==> src/rtl/serpar_ctrl_if.sv <==
// Handshake and strobe bundle between the serial/parallel state buffer sequencer and its environment.
interface serpar_ctrl_if;
    logic       cmd_valid;
    logic       cmd_ready;
    logic       cmd_clr;
    logic       cmd_msg;
    logic       cmd_dec;
    logic       cmd_run;
    logic       pdi_valid;
    logic       pdi_ready;
    logic [2:0] pdi_bytes;
    logic       pdo_valid;
    logic       pdo_ready;
    logic       buf_rst;
    logic       buf_wr;
    logic       buf_en;
    logic [3:0] buf_decrypt;
    logic       core_start;
    logic       core_done;
    logic       blk_done;

    // Environment side: issues commands, supplies words, consumes output, runs the core.
    modport master (
        output cmd_valid, cmd_clr, cmd_msg, cmd_dec, cmd_run,
        output pdi_valid, pdi_bytes, pdo_ready, core_done,
        input  cmd_ready, pdi_ready, pdo_valid,
        input  buf_rst, buf_wr, buf_en, buf_decrypt, core_start, blk_done
    );

    // Controller side.
    modport slave (
        input  cmd_valid, cmd_clr, cmd_msg, cmd_dec, cmd_run,
        input  pdi_valid, pdi_bytes, pdo_ready, core_done,
        output cmd_ready, pdi_ready, pdo_valid,
        output buf_rst, buf_wr, buf_en, buf_decrypt, core_start, blk_done
    );
endinterface

==> src/rtl/serpar_ctrl.sv <==
// Sequencer for the masked Romulus-N serial/parallel state buffer:
// optional clear, 4*D share-word load, optional core run and result capture.
module serpar_ctrl #(
    parameter int unsigned D = 2
) (
    input logic         clk,
    input logic         rst_n,
    serpar_ctrl_if.slave bus
);
    localparam int unsigned WORDS = 4 * D;
    localparam int unsigned CNT_W = $clog2(WORDS) + 1;

    typedef enum logic [2:0] {
        IDLE = 3'd0,
        CLR  = 3'd1,
        LOAD = 3'd2,
        CORE = 3'd3,
        CAPT = 3'd4
    } state_t;

    state_t           state_q;
    logic [CNT_W-1:0] cnt_q;
    logic [CNT_W-1:0] cnt_d;
    logic             clr_q;
    logic             msg_q;
    logic             dec_q;
    logic             run_q;
    logic             first_q;
    logic [2:0]       eff_bytes;
    logic             load;
    logic             wr;
    logic             last_wr;

    // Handshake and strobe decode; load-phase outputs follow the live inputs.
    always_comb begin
        eff_bytes       = (bus.pdi_bytes == 3'd0 || bus.pdi_bytes > 3'd4) ? 3'd4 : bus.pdi_bytes;
        load            = (state_q == LOAD);
        bus.cmd_ready   = (state_q == IDLE);
        bus.pdi_ready   = load & (~msg_q | bus.pdo_ready);
        bus.pdo_valid   = load & msg_q & bus.pdi_valid;
        wr              = bus.pdi_valid & bus.pdi_ready;
        bus.buf_wr      = wr;
        last_wr         = wr & (cnt_q == CNT_W'(WORDS - 1));
        cnt_d           = wr ? cnt_q + CNT_W'(1) : cnt_q;
        bus.buf_rst     = (state_q == CLR) & clr_q;
        bus.buf_en      = (state_q == CAPT);
        bus.core_start  = (state_q == CORE) & first_q;
        bus.blk_done    = (last_wr & ~run_q) | (state_q == CAPT);
        bus.buf_decrypt = 4'b0000;
        for (int i = 0; i < 4; i++) begin
            bus.buf_decrypt[i] = load & dec_q & msg_q & (3'(i) < eff_bytes);
        end
    end

    // State, word counter and latched command fields.
    always_ff @(posedge clk) begin
        if (!rst_n) begin
            state_q <= IDLE;
            cnt_q   <= '0;
            clr_q   <= 1'b0;
            msg_q   <= 1'b0;
            dec_q   <= 1'b0;
            run_q   <= 1'b0;
            first_q <= 1'b0;
        end else begin
            case (state_q)
                IDLE: begin
                    cnt_q <= '0;
                    if (bus.cmd_valid) begin
                        clr_q   <= bus.cmd_clr;
                        msg_q   <= bus.cmd_msg;
                        dec_q   <= bus.cmd_dec;
                        run_q   <= bus.cmd_run;
                        state_q <= bus.cmd_clr ? CLR : LOAD;
                    end
                end
                CLR: begin
                    state_q <= LOAD;
                end
                LOAD: begin
                    cnt_q <= cnt_d;
                    if (last_wr) begin
                        state_q <= run_q ? CORE : IDLE;
                        first_q <= run_q;
                    end
                end
                CORE: begin
                    // core_done in the launch cycle is stale and deliberately ignored
                    first_q <= 1'b0;
                    if (!first_q && bus.core_done) begin
                        state_q <= CAPT;
                    end
                end
                CAPT: begin
                    state_q <= IDLE;
                end
                default: begin
                    state_q <= IDLE;
                end
            endcase
        end
    end
endmodule

==> src/flat_wrapper.sv <==
// flat-port wrapper written by rule: the top's interface ports become plain ports
module serpar_ctrl_flat 
#(
    parameter int unsigned D = 2
)
  (clk, rst_n, bus_cmd_valid, bus_cmd_clr, bus_cmd_msg, bus_cmd_dec, bus_cmd_run, bus_pdi_valid, bus_pdi_bytes, bus_pdo_ready, bus_core_done, bus_cmd_ready, bus_pdi_ready, bus_pdo_valid, bus_buf_rst, bus_buf_wr, bus_buf_en, bus_buf_decrypt, bus_core_start, bus_blk_done);
  serpar_ctrl_if bus_i ();
  input logic clk;
  input logic rst_n;
  input wire logic [$bits(bus_i.cmd_valid)-1:0] bus_cmd_valid;
  input wire logic [$bits(bus_i.cmd_clr)-1:0] bus_cmd_clr;
  input wire logic [$bits(bus_i.cmd_msg)-1:0] bus_cmd_msg;
  input wire logic [$bits(bus_i.cmd_dec)-1:0] bus_cmd_dec;
  input wire logic [$bits(bus_i.cmd_run)-1:0] bus_cmd_run;
  input wire logic [$bits(bus_i.pdi_valid)-1:0] bus_pdi_valid;
  input wire logic [$bits(bus_i.pdi_bytes)-1:0] bus_pdi_bytes;
  input wire logic [$bits(bus_i.pdo_ready)-1:0] bus_pdo_ready;
  input wire logic [$bits(bus_i.core_done)-1:0] bus_core_done;
  output wire logic [$bits(bus_i.cmd_ready)-1:0] bus_cmd_ready;
  output wire logic [$bits(bus_i.pdi_ready)-1:0] bus_pdi_ready;
  output wire logic [$bits(bus_i.pdo_valid)-1:0] bus_pdo_valid;
  output wire logic [$bits(bus_i.buf_rst)-1:0] bus_buf_rst;
  output wire logic [$bits(bus_i.buf_wr)-1:0] bus_buf_wr;
  output wire logic [$bits(bus_i.buf_en)-1:0] bus_buf_en;
  output wire logic [$bits(bus_i.buf_decrypt)-1:0] bus_buf_decrypt;
  output wire logic [$bits(bus_i.core_start)-1:0] bus_core_start;
  output wire logic [$bits(bus_i.blk_done)-1:0] bus_blk_done;
  assign bus_i.cmd_valid = bus_cmd_valid;
  assign bus_i.cmd_clr = bus_cmd_clr;
  assign bus_i.cmd_msg = bus_cmd_msg;
  assign bus_i.cmd_dec = bus_cmd_dec;
  assign bus_i.cmd_run = bus_cmd_run;
  assign bus_i.pdi_valid = bus_pdi_valid;
  assign bus_i.pdi_bytes = bus_pdi_bytes;
  assign bus_i.pdo_ready = bus_pdo_ready;
  assign bus_i.core_done = bus_core_done;
  assign bus_cmd_ready = bus_i.cmd_ready;
  assign bus_pdi_ready = bus_i.pdi_ready;
  assign bus_pdo_valid = bus_i.pdo_valid;
  assign bus_buf_rst = bus_i.buf_rst;
  assign bus_buf_wr = bus_i.buf_wr;
  assign bus_buf_en = bus_i.buf_en;
  assign bus_buf_decrypt = bus_i.buf_decrypt;
  assign bus_core_start = bus_i.core_start;
  assign bus_blk_done = bus_i.blk_done;
  serpar_ctrl #(.D(D)) u_core (.clk(clk), .rst_n(rst_n), .bus(bus_i));
endmodule
==> config.mk <==
export PLATFORM = sky130hd
export DESIGN_NAME = serpar_ctrl_flat
export DESIGN_NICKNAME = d
export VERILOG_FILES = /design/src/rtl/serpar_ctrl_if.sv /design/src/rtl/serpar_ctrl.sv /design/src/flat_wrapper.sv
export SDC_FILE = /design/constraint.sdc
export NUM_CORES = 1
export LEC_CHECK = 0
export ABC_AREA = 1
export CORE_MARGIN = 3
export CORE_UTILIZATION = 39
export CTS_CLUSTER_SIZE = 28
export DETAILED_ROUTE_END_ITERATION = 10
export GPL_ROUTABILITY_DRIVEN = 0
export PLACE_DENSITY = 0.73
export SLEW_MARGIN = 20
export SYNTH_ARGS = -nofsm -noshare
export SYNTH_HDL_FRONTEND = slang
export SYNTH_SLANG_ARGS = --single-unit
==> constraint.sdc <==
create_clock -name clk -period 1.3 [get_ports clk]
set_clock_uncertainty 0.1 [all_clocks]
set_input_delay 0.195 -clock clk [delete_from_list [all_inputs] [get_ports clk]]
set_output_delay 0.195 -clock clk [all_outputs]
set_load 0.02 [all_outputs]
# ---- Yosys cells after proc, flatten, opt, wreduce, memory -nomap -nowiden
# Cells that the tools add are included.
# Widths: inputs -> output; s select.
dict set report word_totals {
  regBits 12
  inputBits 13
}
dict set report op_classes {
  bitwise_logic 18
  reduce_logical 11
  n_mux 11
  n_lt_le_gt_ge 5
  n_eq_ne 9
  n_addsub 1
}
# cell count
set op_table {}
lappend op_table {{$and 1x1->1} 14}
lappend op_table {{$mux 3} 4}
lappend op_table {{$pmux 3 s4} 1}
lappend op_table {{$ne 2x2->1 const B} 4}
lappend op_table {{$pmux 4 s2} 1}
lappend op_table {{$eq 3x2->1 const B} 2}
lappend op_table {{$logic_not 3->1} 2}
lappend op_table {{$lt 1x3->1 const A} 2}
lappend op_table {{$lt 2x3->1 const A} 2}
lappend op_table {{$reduce_and 2->1} 3}
lappend op_table {{$add 4x1->4 const B} 1}
lappend op_table {{$eq 4x3->1 const B} 1}
lappend op_table {{$mux 2} 2}
lappend op_table {{$mux 4} 1}
lappend op_table {{$reduce_bool 2->1} 2}
lappend op_table {{$eq 3x1->1 const B} 1}
lappend op_table {{$eq 3x3->1 const B} 1}
lappend op_table {{$gt 3x3->1 const B} 1}
lappend op_table {{$reduce_and 3->1} 1}
lappend op_table {{$not 1->1} 2}
lappend op_table {{$or 1x1->1} 2}
lappend op_table {{$pmux 1 s2} 1}
lappend op_table {{$logic_and 1x1->1} 1}
lappend op_table {{$logic_not 1->1} 1}
lappend op_table {{other kinds (2)} 2}

# ---- Depth between registers and ports, before layout
dict set report logic_depth {
  depth_word 7
  mapped_depth 9
}

# ---- Worst setup path before layout
# OpenSTA, ideal clock, no wires.
dict set report synth_timing {
  kind {in2out}
  start {input port bus_pdi_bytes[1]}
  end {output port bus_buf_decrypt[2]}
  stages 6
  t_required_ns 1.005
  t_arrival_ns 1.520
  path_slack_ns -0.515
  n_path_buf 0
  cell_sequence {or2_2 > ha_1 > inv_1 > a21boi_0 > nor2_1 > o21a_1}
}
dict set report synth_via {
  elab_chain_cells 5
  word_cells_on_any_way 6
}
# item line_no
set synth_lines {}
lappend synth_lines {{start: declaration} flat_wrapper.sv:16} ;# input wire logic [$bits(bus_i.pdi_bytes)-1:0] bus_pdi_bytes;
lappend synth_lines {{$gt 3x3->1 / $logic_not 3->1 (equally long branches)} serpar_ctrl.sv:36} ;# eff_bytes = (bus.pdi_bytes == 3'd0 || bus.pdi_bytes > 3'd4) ? 3'd4 : bus.pdi_bytes;
lappend synth_lines {{$logic_or 1x1->1} serpar_ctrl.sv:36}
lappend synth_lines {{$mux 3 (*)} serpar_ctrl.sv:36}
lappend synth_lines {{$lt 2x3->1 (*)} serpar_ctrl.sv:51} ;# bus.buf_decrypt[i] = load & dec_q & msg_q & (3'(i) < eff_bytes);
lappend synth_lines {{$and 1x1->1 (*)} serpar_ctrl.sv:51}
lappend synth_lines {{end: declaration} flat_wrapper.sv:25} ;# output wire logic [$bits(bus_i.buf_decrypt)-1:0] bus_buf_decrypt;
# Every way passes the cells marked *; elsewhere a longest branch is shown, timed or not.

# ---- Worst setup path in the final report
dict set report layout_timing {
  start {register u_core.state_q[2]}
  end {output port bus_buf_decrypt[2]}
}
dict set report layout_via {
  elab_chain_cells 4
}
# item line_no
set layout_lines {}
lappend layout_lines {{start: declaration} serpar_ctrl.sv:21} ;# state_t state_q;
lappend layout_lines {{start signal: assignment} serpar_ctrl.sv:74} ;# state_q <= bus.cmd_clr ? CLR : LOAD;
lappend layout_lines {{start signal: assignment} serpar_ctrl.sv:83} ;# state_q <= run_q ? CORE : IDLE;
lappend layout_lines {{$eq 3x2->1} serpar_ctrl.sv:37} ;# load = (state_q == LOAD);
lappend layout_lines {{$and 1x1->1 (3 in series)} serpar_ctrl.sv:51}
# No other way between the ends.

==> flow_metrics.env <==
export IMPL_outcome="complete, but fails checks"
export IMPL_violations="negative setup slack"
export IMPL_vias=1044
export IMPL_rows=15
export IMPL_yosys_warnings=0
export IMPL_syn_avg_cell_area_sq_um=7.22
export IMPL_internal_power_mw=0.903
export IMPL_crit_chain="inv_2 > nand2_4 > nor2_4 > nand3_4 > nor2_4 > o21a_4 > buf_6"
export IMPL_grt_pass1_wl_um=4550
export IMPL_cts_sinks=12
export IMPL_grtUsageTotal=0.245
export IMPL_comb_power_share=0.489
export IMPL_grt_ovfl_total=0
export IMPL_dieArea_sq_mm=0.00247
export IMPL_pre_cts_slack_ps=-1060
export IMPL_port_buffers=24
export IMPL_cp_slowest_cell="dfxtp_1"
export IMPL_initial_core_util=0.421
export IMPL_cts_tree="done"
export IMPL_die_w_um=49.7
export IMPL_seqPwrFrac=0.297
export IMPL_drtIter0Drc=49
export IMPL_hpwl_um=1700
export IMPL_cts_htree_levels=1
export IMPL_tightest_slew_ps=280
export IMPL_end_kind="output pin"
export IMPL_fmax_ghz=0.580
export IMPL_drive_above_1_share=0.675
export IMPL_antenna_found_initial=1
export IMPL_wire_per_inst_um=19.1
export IMPL_final_common_cell="buf_4"
export IMPL_fin_nets=182
export IMPL_synth_largest_area_cell="dfxtp_1"
export IMPL_holdWs_ps=419
export IMPL_synth_top_area_frac=0.323
export IMPL_seq_area_frac_synth=0.323
export IMPL_cts_hold_buf=0
export IMPL_leakage_nw=0.683
export IMPL_layout_common_cells="buf_4, inv_1, nand2_1"
export IMPL_hold_class="primary input to register"
export IMPL_final_core_util=0.882
export IMPL_synthCells=103
export IMPL_synth_seq_cells=12
export IMPL_synth_area_top_cells="dfxtp_1, nand2_1, inv_1"
export IMPL_crit_path_start_kind="register"
export IMPL_async_flop_share=0
export IMPL_net_switching_power_mw=0.555
export IMPL_synthesis_area_sq_um=743
export IMPL_antenna_left=0
export IMPL_peakVddDrop_mv=0.998
export IMPL_route_detailed_drc=0
export IMPL_min_period_ps=1720
export IMPL_cp_required_ps=1000
export IMPL_place_area_sq_mm=0.00128
export IMPL_ys_types=25
export IMPL_finalCritPeriodShare=1.33
export IMPL_grt_max_degree=8
export IMPL_power_density_mw_per_mm2=937
export IMPL_synth_flop_cell="dfxtp_1"
export IMPL_power_mw=1.46
export IMPL_drv_slew=0
export IMPL_critPathMaxStageDelay_ps=320
export IMPL_path_max_fanout=3
export IMPL_hold_viol=0
export IMPL_grt_pass1_vias=997
export IMPL_synth_edf_count=0
export IMPL_clkLatencyLatePin_ps=280
export IMPL_switching_share=0.381
export IMPL_core_sq_mm=0.00176
export IMPL_syn_nets=118
export IMPL_fin_tns_setup_ps=-6440
export IMPL_rsz0062_at_grt="true"
export IMPL_crit_type="register to output pin"
export IMPL_dp_cells=178
export IMPL_cp_arrival_ps=1430
export IMPL_viasPerCell=5.44
export IMPL_final_area_sq_mm=0.00156
export IMPL_cts_buffers=3
export IMPL_clk_pin_slew_ps=80
export IMPL_fin_cells=192
export IMPL_setup_viol=24
export IMPL_p_clk_frac=0.214
export IMPL_routed_wl_um=3670
export IMPL_area_delta_synth_final_pct=109
export IMPL_clock_path_buffers=2
export IMPL_relSlewSlack=0.813
export IMPL_critPathMostFrequentCell="nor2_4"
export IMPL_io_pins=25
export IMPL_cap_violations=0
export IMPL_layout_setup_ws_ps=-424
export IMPL_chipHeight_um=49.7
export IMPL_clk_root_buffer_cell="clkbuf_4"
export IMPL_dr_pass1_iters=4
-- cell families after synthesis --
logic type | after synthesis | synth area share
and+or+nand+nor | 47 | 0.355
AOI/OAI and AO/OA | 23 | 0.192
buffers and inverters | 19 | 0.0960
DFF | 12 | 0.323
adders and majority gates | 2 | 0.0337
-- repair_timing --
| action | 4_1_cts | 5_1_grt |
|---|---|---|
| setup endpoints to repair | 24 | 24 |
| buffers inserted | 6 | 3 |
| gates resized for setup | 106 | 16 |
| pin swaps | 15 | 8 |
| gates cloned | 0 | 0 |
| endpoints found under the hold margin | 0 | 0 |
-- cell type report --
cell class                      instances  area, sq um
Antenna cell                            1         2.50
Fill cell                              88          208
Inverter                               19         78.8
Timing Repair Buffer                   59          515
Clock buffer                            4         36.3
Multi-Input combinational cell         72          648
Sequential cell                        12          244
Tap cell                               25         31.3
-- critical path, delay by kind of cell, from the launching register on --
| kind | cells | cell delay (ps) |
|---|---|---|
| AND/OR/NAND/NOR | 4 | 510 |
| AO/OA/AOI/OAI | 1 | 130 |
| flip-flops | 1 | 320 |
| buffers and inverters | 2 | 180 |
-- state kept, by name, indices dropped and copies added, names as in the netlist --
register        count
u_core.cnt_q        4
u_core.state_q      3
u_core.clr_q        1
u_core.dec_q        1
u_core.first_q      1
u_core.msg_q        1
u_core.run_q        1
-- path summary, 6_finish.rpt --
check	startpoint	end	slack [ps]	cells after the start
max	u_core.state_q[2]	bus_buf_decrypt[2]	-420	7
min	bus_cmd_msg	u_core.msg_q	420	3
max reg2reg	u_core.state_q[2]	u_core.run_q	-310	10
min reg2reg	u_core.cnt_q[0]	u_core.cnt_q[0]	430	2
-- power groups by stage --
stage / registers (mW) / clock network (mW) / logic [mW]
floorplan: 0.428 / 0 / 0.253
global placement: 0.425 / 0 / 0.462
detailed placement: 0.426 / 0 / 0.474
CTS: 0.423 / 0.304 / 0.564
global route: 0.434 / 0.335 / 0.751
finish: 0.433 / 0.311 / 0.713
-- Yosys cell counts, types with 2 or more instances --
cell,number
a21oi_1,10
a21oi_2,4
dfxtp_1,12
ha_1,2
inv_1,14
inv_2,5
nand2_1,17
nand2_2,3
nand3_1,3
nand3_2,4
nor2_1,9
nor2_2,2
nor2_4,2
nor3_1,2
o21ai_1,4
-- per-layer routing --
metal / track usage / vias up / routed length [um]
met2: 0.471 / 59 / 1930
li1: - / 461 / -
met4: 0.111 / 0 / 226
met1: 0.254 / 496 / 1310
met5: 0 / - / 0
met3: 0.0393 / 28 / 196
(Power assumes the default switching activity.)
